<file path="config.mk">
export PLATFORM = sky130hd
export DESIGN_NAME = mmu_sequencer
export DESIGN_NICKNAME = d
export VERILOG_FILES = /design/src/rtl/mmu_sequencer.sv
export SDC_FILE = /design/constraint.sdc
export NUM_CORES = 1
export LEC_CHECK = 0
export BUFFER_PORTS_ARGS = -buffer_cell sky130_fd_sc_hd__buf_4
export CORE_AREA = 8 8 158 160
export DETAILED_ROUTE_END_ITERATION = 8
export DIE_AREA = 0 0 166 168
export SYNTH_ARGS = -nofsm -noshare
export SYNTH_HDL_FRONTEND = slang
export SYNTH_SLANG_ARGS = --single-unit
</file>
<file path="constraint.sdc">
create_clock -name clk -period 2.4 [get_ports clk]
set_clock_uncertainty 0.05 [all_clocks]
set_input_delay 0.6 -clock clk [delete_from_list [all_inputs] [get_ports clk]]
set_output_delay 0.6 -clock clk [all_outputs]
set_load 0.02 [all_outputs]
</file>
<file path="src/rtl/mmu_sequencer.sv">
// mmu_sequencer: initiator-side controller for the mmu systolic unit.
// Each job moves one weight tile into the MMU (push, load, swap), then
// streams N activation tiles through it. For every tile it pushes the
// data, starts a multiply, pops the result and hands it to the host.
//
// Handshake semantics, used on every host stream (cmd, w, d, r):
//   A transfer happens on the rising clock edge where valid && ready are
//   both 1. Valid never waits on ready. Ready may depend on valid.
// The MMU side uses rdy/strobe pairs instead. A strobe is a single-cycle
// pulse, decoded combinationally from the state, and it is only raised in
// a cycle where the matching MMU rdy is 1.
module mmu_sequencer #(
   parameter int SIZE      = 2,
   parameter int MAX_TILES = 16,
   parameter int CNT_W     = $clog2(MAX_TILES + 1)
) (
   input  logic                       clk,
   input  logic                       rst,
   // job command
   input  logic                       cmd_valid,
   output logic                       cmd_ready,
   input  logic [CNT_W-1:0]           cmd_n_tiles,
   // host weight stream
   input  logic                       w_valid,
   output logic                       w_ready,
   input  logic [8*SIZE*SIZE-1:0]     w_data,
   // host activation stream
   input  logic                       d_valid,
   output logic                       d_ready,
   input  logic [8*SIZE*SIZE-1:0]     d_data,
   // host result stream
   output logic                       r_valid,
   input  logic                       r_ready,
   output logic [32*SIZE*SIZE-1:0]    r_data,
   // status
   output logic                       busy,
   output logic                       job_done,
   output logic                       err,
   // MMU weight path
   output logic [8*SIZE*SIZE-1:0]     new_weight_out,
   input  logic                       new_weight_rdy,
   output logic                       new_weight_push,
   // MMU data path
   output logic [8*SIZE*SIZE-1:0]     data_out,
   input  logic                       data_in_rdy,
   output logic                       data_in_push,
   // MMU result path
   input  logic [32*SIZE*SIZE-1:0]    acc_in,
   input  logic                       acc_out_rdy,
   output logic                       acc_out_pop,
   // MMU control
   input  logic                       weight_ld_rdy,
   output logic                       weight_ld_start,
   input  logic                       weight_ld_done,
   output logic                       weight_swap,
   input  logic                       mult_rdy,
   output logic                       mult_start,
   input  logic                       mult_done,
   // debug visibility
   output logic [3:0]                 fsm_state,
   output logic [CNT_W-1:0]           tile_cnt
);

   typedef enum logic [3:0] {
      S_IDLE    = 4'd0,
      S_W_PUSH  = 4'd1,
      S_W_LOAD  = 4'd2,
      S_W_WAIT  = 4'd3,
      S_W_SWAP  = 4'd4,
      S_D_PUSH  = 4'd5,
      S_M_START = 4'd6,
      S_M_WAIT  = 4'd7,
      S_R_POP   = 4'd8,
      S_DONE    = 4'd9
   } state_t;

   state_t           state;
   state_t           next_state;
   logic [CNT_W-1:0] n_reg;
   logic [CNT_W-1:0] cnt;
   logic             cmd_legal;
   logic             r_accept;

   assign cmd_legal = (cmd_n_tiles != '0) && (cmd_n_tiles <= CNT_W'(MAX_TILES));
   assign r_accept  = (state == S_R_POP) && r_valid && r_ready;
   assign busy      = (state != S_IDLE);
   assign fsm_state = state;
   assign tile_cnt  = cnt;

   // State register.
   always_ff @(posedge clk) begin
      if (rst) begin
         state <= S_IDLE;
      end else begin
         state <= next_state;
      end
   end

   // Next-state decode and single-cycle strobes. Strobes are held low
   // during reset, so an abandoned job issues nothing in the reset cycle.
   always_comb begin
      next_state      = state;
      cmd_ready       = (state == S_IDLE);
      w_ready         = 1'b0;
      d_ready         = 1'b0;
      new_weight_push = 1'b0;
      data_in_push    = 1'b0;
      weight_ld_start = 1'b0;
      weight_swap     = 1'b0;
      mult_start      = 1'b0;
      acc_out_pop     = 1'b0;
      job_done        = 1'b0;
      new_weight_out  = '0;
      data_out        = '0;
      case (state)
         S_IDLE: begin
            if (cmd_valid && cmd_legal) next_state = S_W_PUSH;
         end
         S_W_PUSH: begin
            w_ready         = new_weight_rdy;
            new_weight_push = w_valid && new_weight_rdy;
            new_weight_out  = w_data;
            if (w_valid && new_weight_rdy) next_state = S_W_LOAD;
         end
         S_W_LOAD: begin
            weight_ld_start = weight_ld_rdy;
            if (weight_ld_rdy) next_state = S_W_WAIT;
         end
         S_W_WAIT: begin
            // ld_start was issued in W_LOAD, so a done seen then is ignored
            if (weight_ld_done) next_state = S_W_SWAP;
         end
         S_W_SWAP: begin
            weight_swap = 1'b1;
            next_state  = S_D_PUSH;
         end
         S_D_PUSH: begin
            d_ready      = data_in_rdy;
            data_in_push = d_valid && data_in_rdy;
            data_out     = d_data;
            if (d_valid && data_in_rdy) next_state = S_M_START;
         end
         S_M_START: begin
            mult_start = mult_rdy;
            if (mult_rdy) next_state = S_M_WAIT;
         end
         S_M_WAIT: begin
            if (mult_done) next_state = S_R_POP;
         end
         S_R_POP: begin
            // only one result is ever held, so no pop while r_data is full
            acc_out_pop = acc_out_rdy && !r_valid;
            if (r_valid && r_ready) begin
               next_state = ((cnt + CNT_W'(1)) == n_reg) ? S_DONE : S_D_PUSH;
            end
         end
         S_DONE: begin
            job_done   = 1'b1;
            next_state = S_IDLE;
         end
         default: next_state = S_IDLE;
      endcase
      if (rst) begin
         w_ready         = 1'b0;
         d_ready         = 1'b0;
         new_weight_push = 1'b0;
         data_in_push    = 1'b0;
         weight_ld_start = 1'b0;
         weight_swap     = 1'b0;
         mult_start      = 1'b0;
         acc_out_pop     = 1'b0;
         job_done        = 1'b0;
      end
   end

   // Job bookkeeping: tile count, sticky error, and the result holding register.
   always_ff @(posedge clk) begin
      if (rst) begin
         n_reg   <= '0;
         cnt     <= '0;
         err     <= 1'b0;
         r_valid <= 1'b0;
         r_data  <= '0;
      end else begin
         if (state == S_IDLE && cmd_valid) begin
            if (cmd_legal) begin
               n_reg <= cmd_n_tiles;
               cnt   <= '0;
               err   <= 1'b0;
            end else begin
               err <= 1'b1;
            end
         end
         if (acc_out_pop) begin
            r_data  <= acc_in;
            r_valid <= 1'b1;
         end
         if (r_accept) begin
            r_valid <= 1'b0;
            cnt     <= cnt + CNT_W'(1);
         end
      end
   end

endmodule

</file>
==> results of run 1 <==
-- metrics by stage --
stage	hold slack, ns	worst slack [ns]
CTS	0.3419	-0.07442
detailed placement	0.3970	0.03567
global route	0.3430	-0.1485
finish	0.3644	-0.05761
floorplan	0.3981	0.09443
global placement	0.3922	0.04552
-- synthesized netlist by cell type, types with 2 or more instances --
master and number:
nor4_1 2, a311oi_1 2, nand2_1 272, xor2_1 3
clkbuf_1 28, buf_2 15, o21ai_0 2, xnor2_1 4
nand3_1 9, buf_4 2, or3b_1 2, mux2i_1 3
nand3b_1 2, buf_6 11, and2_1 66, nor3b_1 2
a211oi_1 3, a21oi_1 139, dfxtp_1 144, and3b_1 3
nand2b_1 6, nor3_1 2, nor4b_2 2, nor2_1 10
-- repair_timing --
item,CTS,global route
setup buffers,10,5
pin swaps,2,64
endpoints found under the setup margin,70,180
endpoints found under the hold margin,0,0
cloned,1,9
gates resized for setup,15,135
-- area by class of cell --
| type | count | area share [%] |
|---|---|---|
| Sequential cell | 144 | 26.82 |
| Tap cell | 285 | 3.307 |
| Clock inverter | 14 | 1.299 |
| Clock buffer | 18 | 3.980 |
| Antenna cell | 7 | 0.1624 |
| Inverter | 2 | 0.09282 |
| Timing Repair Buffer | 470 | 37.34 |
| Multi-Input combinational cell | 555 | 27.00 |
-- cell families after synthesis --
family,after synthesis
DFF,144
xor gates and xnor gates,7
buffers and inverters,58
muxes,3
adders and majority gates,1
and+or+nand+nor,388
AOI/OAI and AO/OA,156
-- routing by layer --
| metal | share of wire (%) | wire, microns | up-vias | global-route usage (%) |
|---|---|---|---|---|
| met3 | 8.6 | 2458 | 36 | 6.688 |
| met4 | 3.0 | 857 | 0 | 9.684 |
| li1 | - | - | 3340 | - |
| met5 | 0 | 0 | - | 0 |
| met1 | 35 | 9854 | 3073 | 17.90 |
| met2 | 54 | 15360 | 310 | 33.80 |
-- critical path: cells and delay by family (launching register included) --
kind	cells	cell delay (ns)
and+or+nand+nor	3	0.76
DFF	1	0.37
buffers and inverters	2	0.27
-- where the power goes --
group	leakage, nW	switching (mW)	total (mW)	internal [mW]
Clock	0.274	1.18	2.56	1.38
Combinational	3.30	0.992	2.07	1.08
Sequential	1.16	0.0557	2.49	2.44
Total	4.74	2.22	7.12	4.90
-- placed cells by master, fill, tap and decap left out, types with 4 or more instances in the layout --
cell type	n
buf_6	72
clkbuf_16	23
a21oi_1	139
buf_4	383
nand3_1	9
diode_2	7
nand2b_1	6
nand2_1	272
xnor2_1	4
and2_1	8
buf_12	6
nor2_1	10
dfxtp_1	140
and2_4	58
inv_8	5
-- how the worst max path moves through the flow --
stage / slack, ns / cells after the start / endpoint
finish: -0.06 / 5 / acc_out_pop
floorplan: 0.09 / 6 / acc_out_pop
global route: -0.15 / 5 / acc_out_pop
CTS: -0.07 / 6 / acc_out_pop
global placement: 0.05 / 6 / acc_out_pop
detailed placement: 0.04 / 6 / acc_out_pop
==> qor.txt, run 1 <==
Effective utilization at floorplan = 26.57%
CP Class = flop to output port
Number of flops mapped to enable cells by yosys = 0
Io pins = 424
Worst R2R Setup Slack = 0.20 ns
Worst-Margin Slew = 0.8463 ns
Initial DRC count = 440
Mapped Area = 5943 sq um
Largest net degree at the start of global routing = 79
Post-route ant nets = 0
Routed WL per cell = 19.08 microns
Vias in the first global route = 6611
RePlAce Congestion = 0.8549
Tot Pwr = 7.120 mW
Total vias in the final route = 6759
Multi-input logic area = 2912 sq um
DP Area = 9438 sq um
Sequential-to-total area share from yosys stat = 48.51%
Row count = 55
Layout Cells excl Fill = 1495
Worst-path fanout max = 3
Max reg flops = 128
Max-Cap Viols = 0
Fill count = 2209
Critical Path RT = 1.75 ns
Sinks on Clock Net = 144
Die area = 27890 sq um
Cells after DPL = 1435
Synth Area in Adders = 0.2105%
Fin area = 10780 sq um
Avg Vias per Cell = 4.521
DP HPWL = 21.05 mm
Synthesized flop and latch total = 144
Register area = 2893 sq um
CP Launch Type = flop
Setup_tns = -0.1163 ns
# hold bufs at CTS = 0
Final wirelength = 28.53 mm
Total gr overflow = 0
Initial antenna violation count = 7
Source of the worst register-to-register timing path = fsm_state[3]$_SDFFE_PP0P_
Area Growth Syn to Fin = 81.45%
Core Footprint = 22370 sq um
Worst Hold Class = input pin to flop
# port buffers = 423
Worst Hold Depth = 3
Mapped Cells = 757
Hold EP = r_data[68]$_SDFFE_PP0P_
Largest family of logic cells by synthesized area = simple AND/OR/NAND/NOR gates
Period minus WS final = 2.458 ns
Die X = 166 microns
Critical path, cell by cell = or3b_4 > nor3_4 > nand3b_1 > inv_4 > buf_6
Final setup margin = -0.05761 ns
Post-route DRC = 0
Syn. warnings = 0
Power per cell area = 660.3 nW/um^2
Setup crit start = fsm_state[3]$_SDFFE_PP0P_
Synth Flop Type = dfxtp_1
LEAKAGE = 4.740 nW
Slowest stage cell, crit path = or3b_4
Mux cell area share after synthesis = 0.5053%
Synth Area in XOR/XNOR = 1.032%
Top cell type's share of synthesized area = 48.51%
Outcome = complete, but fails checks
DRT Pass-1 Iters = 4
CTS HTree Levels = 4
Top cell type by total area after synthesis = dfxtp_1
Fin nets = 1401
Share of the core filled with cells = 48.22%
R2R Path End = r_data[74]$_SDFFE_PP0P_
Die height = 168 microns
CTS max path bufs = 2
Unrepaired setup endpoints after global routing = true
Top post-synthesis cells by area = dfxtp_1 49%, nand2_1 17%, a21oi_1 12%, and2_1 6.9%, buf_6 2.1%
Final period util = 102.4%
First-pass GRT wire length = 39.64 mm
CTS tree = built
Skew-Pair Late Insertion Delay = 0.41 ns
Root Buffer = clkbuf_16
Fin. max-slew vios = 0
Crit-path max cell delay = 0.40 ns
CP Capture Type = output port
Total GRT Usage = 18.39%
Distinct cells, synth = 47
Worst Hold Launch = acc_in[68]
CTS Buf Count = 17
Ys async rst share = 0%
CTS clk-pin slew, worst paths = 0.07 ns
Syn_area_per_cell = 7.851 sq um
Worst vdd ir = 0.0003809 V
Worst reg2reg path depth = 10
Arr. time, crit path = 1.81 ns
Worst slew margin = 43.58%
Post-synthesis simple-gate area fraction = 29.87%
Syn Nets = 968
Final hold violations = 0
Failing checks = negative setup slack
Share of cells above drive strength 1 = 47.71%
Final Setup Violations = 3
Compound-gate portion of the synthesized area = 14.38%
Peak Freq = 0.4069 GHz
No activity file was read; power rests on OpenSTA's default activity.
==> run 2: changes to the inputs <==
--- a/config.mk
+++ b/config.mk
@@ -6,9 +6,9 @@
 export NUM_CORES = 1
 export LEC_CHECK = 0
 export BUFFER_PORTS_ARGS = -buffer_cell sky130_fd_sc_hd__buf_4
-export CORE_AREA = 8 8 158 160
+export CORE_AREA = 8 8 161 163
 export DETAILED_ROUTE_END_ITERATION = 8
-export DIE_AREA = 0 0 166 168
+export DIE_AREA = 0 0 169 171
 export SYNTH_ARGS = -nofsm -noshare
 export SYNTH_HDL_FRONTEND = slang
 export SYNTH_SLANG_ARGS = --single-unit
==> run 2 against run 1 <==
Against the previous run:
- the flow now finishes without violations
- critical path depth is the same
- clock power grew 13%
- highest routed layer unchanged
- utilization shrank 3.7 points
- register-to-register slack gained 0.09 ns
- via count shrank 0.78%
- clock-buffer cell count shrank 1
- total power grew 2.5%
- sequential cell count is the same
==> qor.txt, run 2 (synthesis gave the netlist of run 1 again) <==
CP Launch Type = flop
Layout Cells excl Fill = 1523
First-pass GRT wire length = 39.90 mm
Most common cell after layout, fill and taps aside = buf_4
Fin. max-slew vios = 0
# hold bufs at CTS = 0
Fill count = 2379
Effective utilization at floorplan = 25.55%
Peak Freq = 0.4202 GHz
Io pins = 424
Root Buffer = clkbuf_16
CTS HTree Levels = 4
Total gr overflow = 0
RePlAce Congestion = 0.8908
Final setup margin = 0.02020 ns
Met2 usage = 33.31%
Worst vdd ir = 0.0003488 V
Period minus WS final = 2.380 ns
# port buffers = 423
Row count = 56
Share of cells above drive strength 1 = 42.81%
Source of the worst register-to-register timing path = fsm_state[3]$_SDFFE_PP0P_
Die height = 171 microns
Most frequent cells in the layout = 444 x buf_4, 272 x nand2_1, 140 x dfxtp_1
Area Growth Syn to Fin = 74.34%
Worst-Margin Slew = 0.8134 ns
CTS Buf Count = 17
Gr busiest metal = met2
LEAKAGE = 4.564 nW
Dpl ws = 0.03310 ns
Final hold violations = 0
Initial antenna violation count = 8
Worst Hold Class = input pin to flop
Routed WL per cell = 18.11 microns
Critical Path RT = 1.75 ns
Fin nets = 1394
Unrepaired setup endpoints after global routing = true
Final wirelength = 27.58 mm
Total vias in the final route = 6706
CP Class = flop to output port
Avg Vias per Cell = 4.403
Skew-Pair Late Insertion Delay = 0.41 ns
Share of the core filled with cells = 44.54%
Arr. time, crit path = 1.73 ns
Core Footprint = 23260 sq um
CTS clk-pin slew, worst paths = 0.08 ns
Multi-input logic area = 2784 sq um
DRT Pass-1 Iters = 5
DP HPWL = 21.41 mm
Power per cell area = 704.2 nW/um^2
Hold EP = r_data[46]$_SDFFE_PP0P_
Die X = 169 microns
Worst Hold Launch = acc_in[46]
Global Route met3 Usage = 7.052%
Final Setup Violations = 0
Max-Cap Viols = 0
CP Capture Type = output port
CTS tree = built
Final period util = 99.16%
Die area = 28900 sq um
Initial DRC count = 451
Outcome = complete, no violations
Worst R2R Setup Slack = 0.29 ns
Vias in the first global route = 6728
Worst Hold Depth = 3
Register area = 2893 sq um
Cells after DPL = 1471
Post-route DRC = 0
DP Area = 9483 sq um
Worst slew margin = 45.77%
CTS max path bufs = 2
Largest net degree at the start of global routing = 142
Max reg flops = 128
Fin area = 10360 sq um
Worst reg2reg path depth = 9
R2R Path End = r_data[88]$_SDFFE_PP0P_
Worst-path fanout max = 5
Sinks on Clock Net = 144
Total GRT Usage = 18.09%
Post-route ant nets = 0
Global routing usage on met1 = 17.38%
Setup_tns = 0 ns
## run 2: changes by cell type in the layout (fill, tap and decap cells not counted), moves of 2 or more
| cell | previous run | this run |
|---|---|---|
| and2_4 | 58 | 1 |
| clkbuf_16 | 23 | 18 |
| and2_1 | 8 | 65 |
| buf_16 | 2 | 0 |
| buf_8 | 1 | 3 |
| clkinv_4 | 3 | 1 |
| bufinv_16 | 0 | 3 |
| buf_4 | 383 | 444 |
| buf_6 | 72 | 10 |
## run 2: repair_timing
action / in CTS / in global routing
endpoints found under the setup margin: 60 / 31
gates resized for setup: 14 / 17
pin swaps: 2 / 5
gates cloned: 1 / 1
setup buffers: 9 / 1
## run 2: cell type report
| class | count | area share [%] |
|---|---|---|
| repair buffers | 463 | 34.90 |
| flip-flops and latches | 144 | 27.92 |
| multi-input cells | 555 | 26.87 |
| clock buffers | 17 | 4.106 |
| well taps | 319 | 3.852 |
| clock inverters | 15 | 2.065 |
| diodes | 8 | 0.1932 |
| inverters | 2 | 0.09661 |
## run 2: worst max-delay path by stage
stage / endpoint / cells after the start / startpoint
after global placement: acc_out_pop / 6 / rst
after global routing: acc_out_pop / 5 / fsm_state[3]$_SDFFE_PP0P_
after detailed placement: acc_out_pop / 6 / rst
after CTS: acc_out_pop / 5 / fsm_state[3]$_SDFFE_PP0P_
final: acc_out_pop / 5 / fsm_state[3]$_SDFFE_PP0P_
after floorplan: acc_out_pop / 6 / fsm_state[3]$_SDFFE_PP0P_
## run 2: where the power goes
group	switching (mW)	internal, mW
registers	0.0351	2.44
logic	0.977	0.946
clock network	1.20	1.70
total	2.22	5.08
## run 2: worst max-delay path: stages, from the launching register on
cell	delay, ns
dfxtp_4	0.39
or3b_4	0.41
nor3_4	0.13
nand3b_1	0.16
inv_4	0.11
buf_6	0.12
## run 2: per-stage QoR
stage	hold slack [ns]	power [mW]
6_report	0.3682	7.296
4_1_cts	0.3454	7.274
5_1_grt	0.3540	7.620
2_1_floorplan	0.3981	3.364
3_3_place_gp	0.3919	4.220
3_5_place_dp	0.3966	4.215
## run 2: layer usage
layer / vias to the layer above / part of all wire (%)
met5: - / 0
met4: 0 / 3.4
met3: 35 / 9.1
met2: 294 / 53
met1: 3047 / 34
li1: 3330 / -
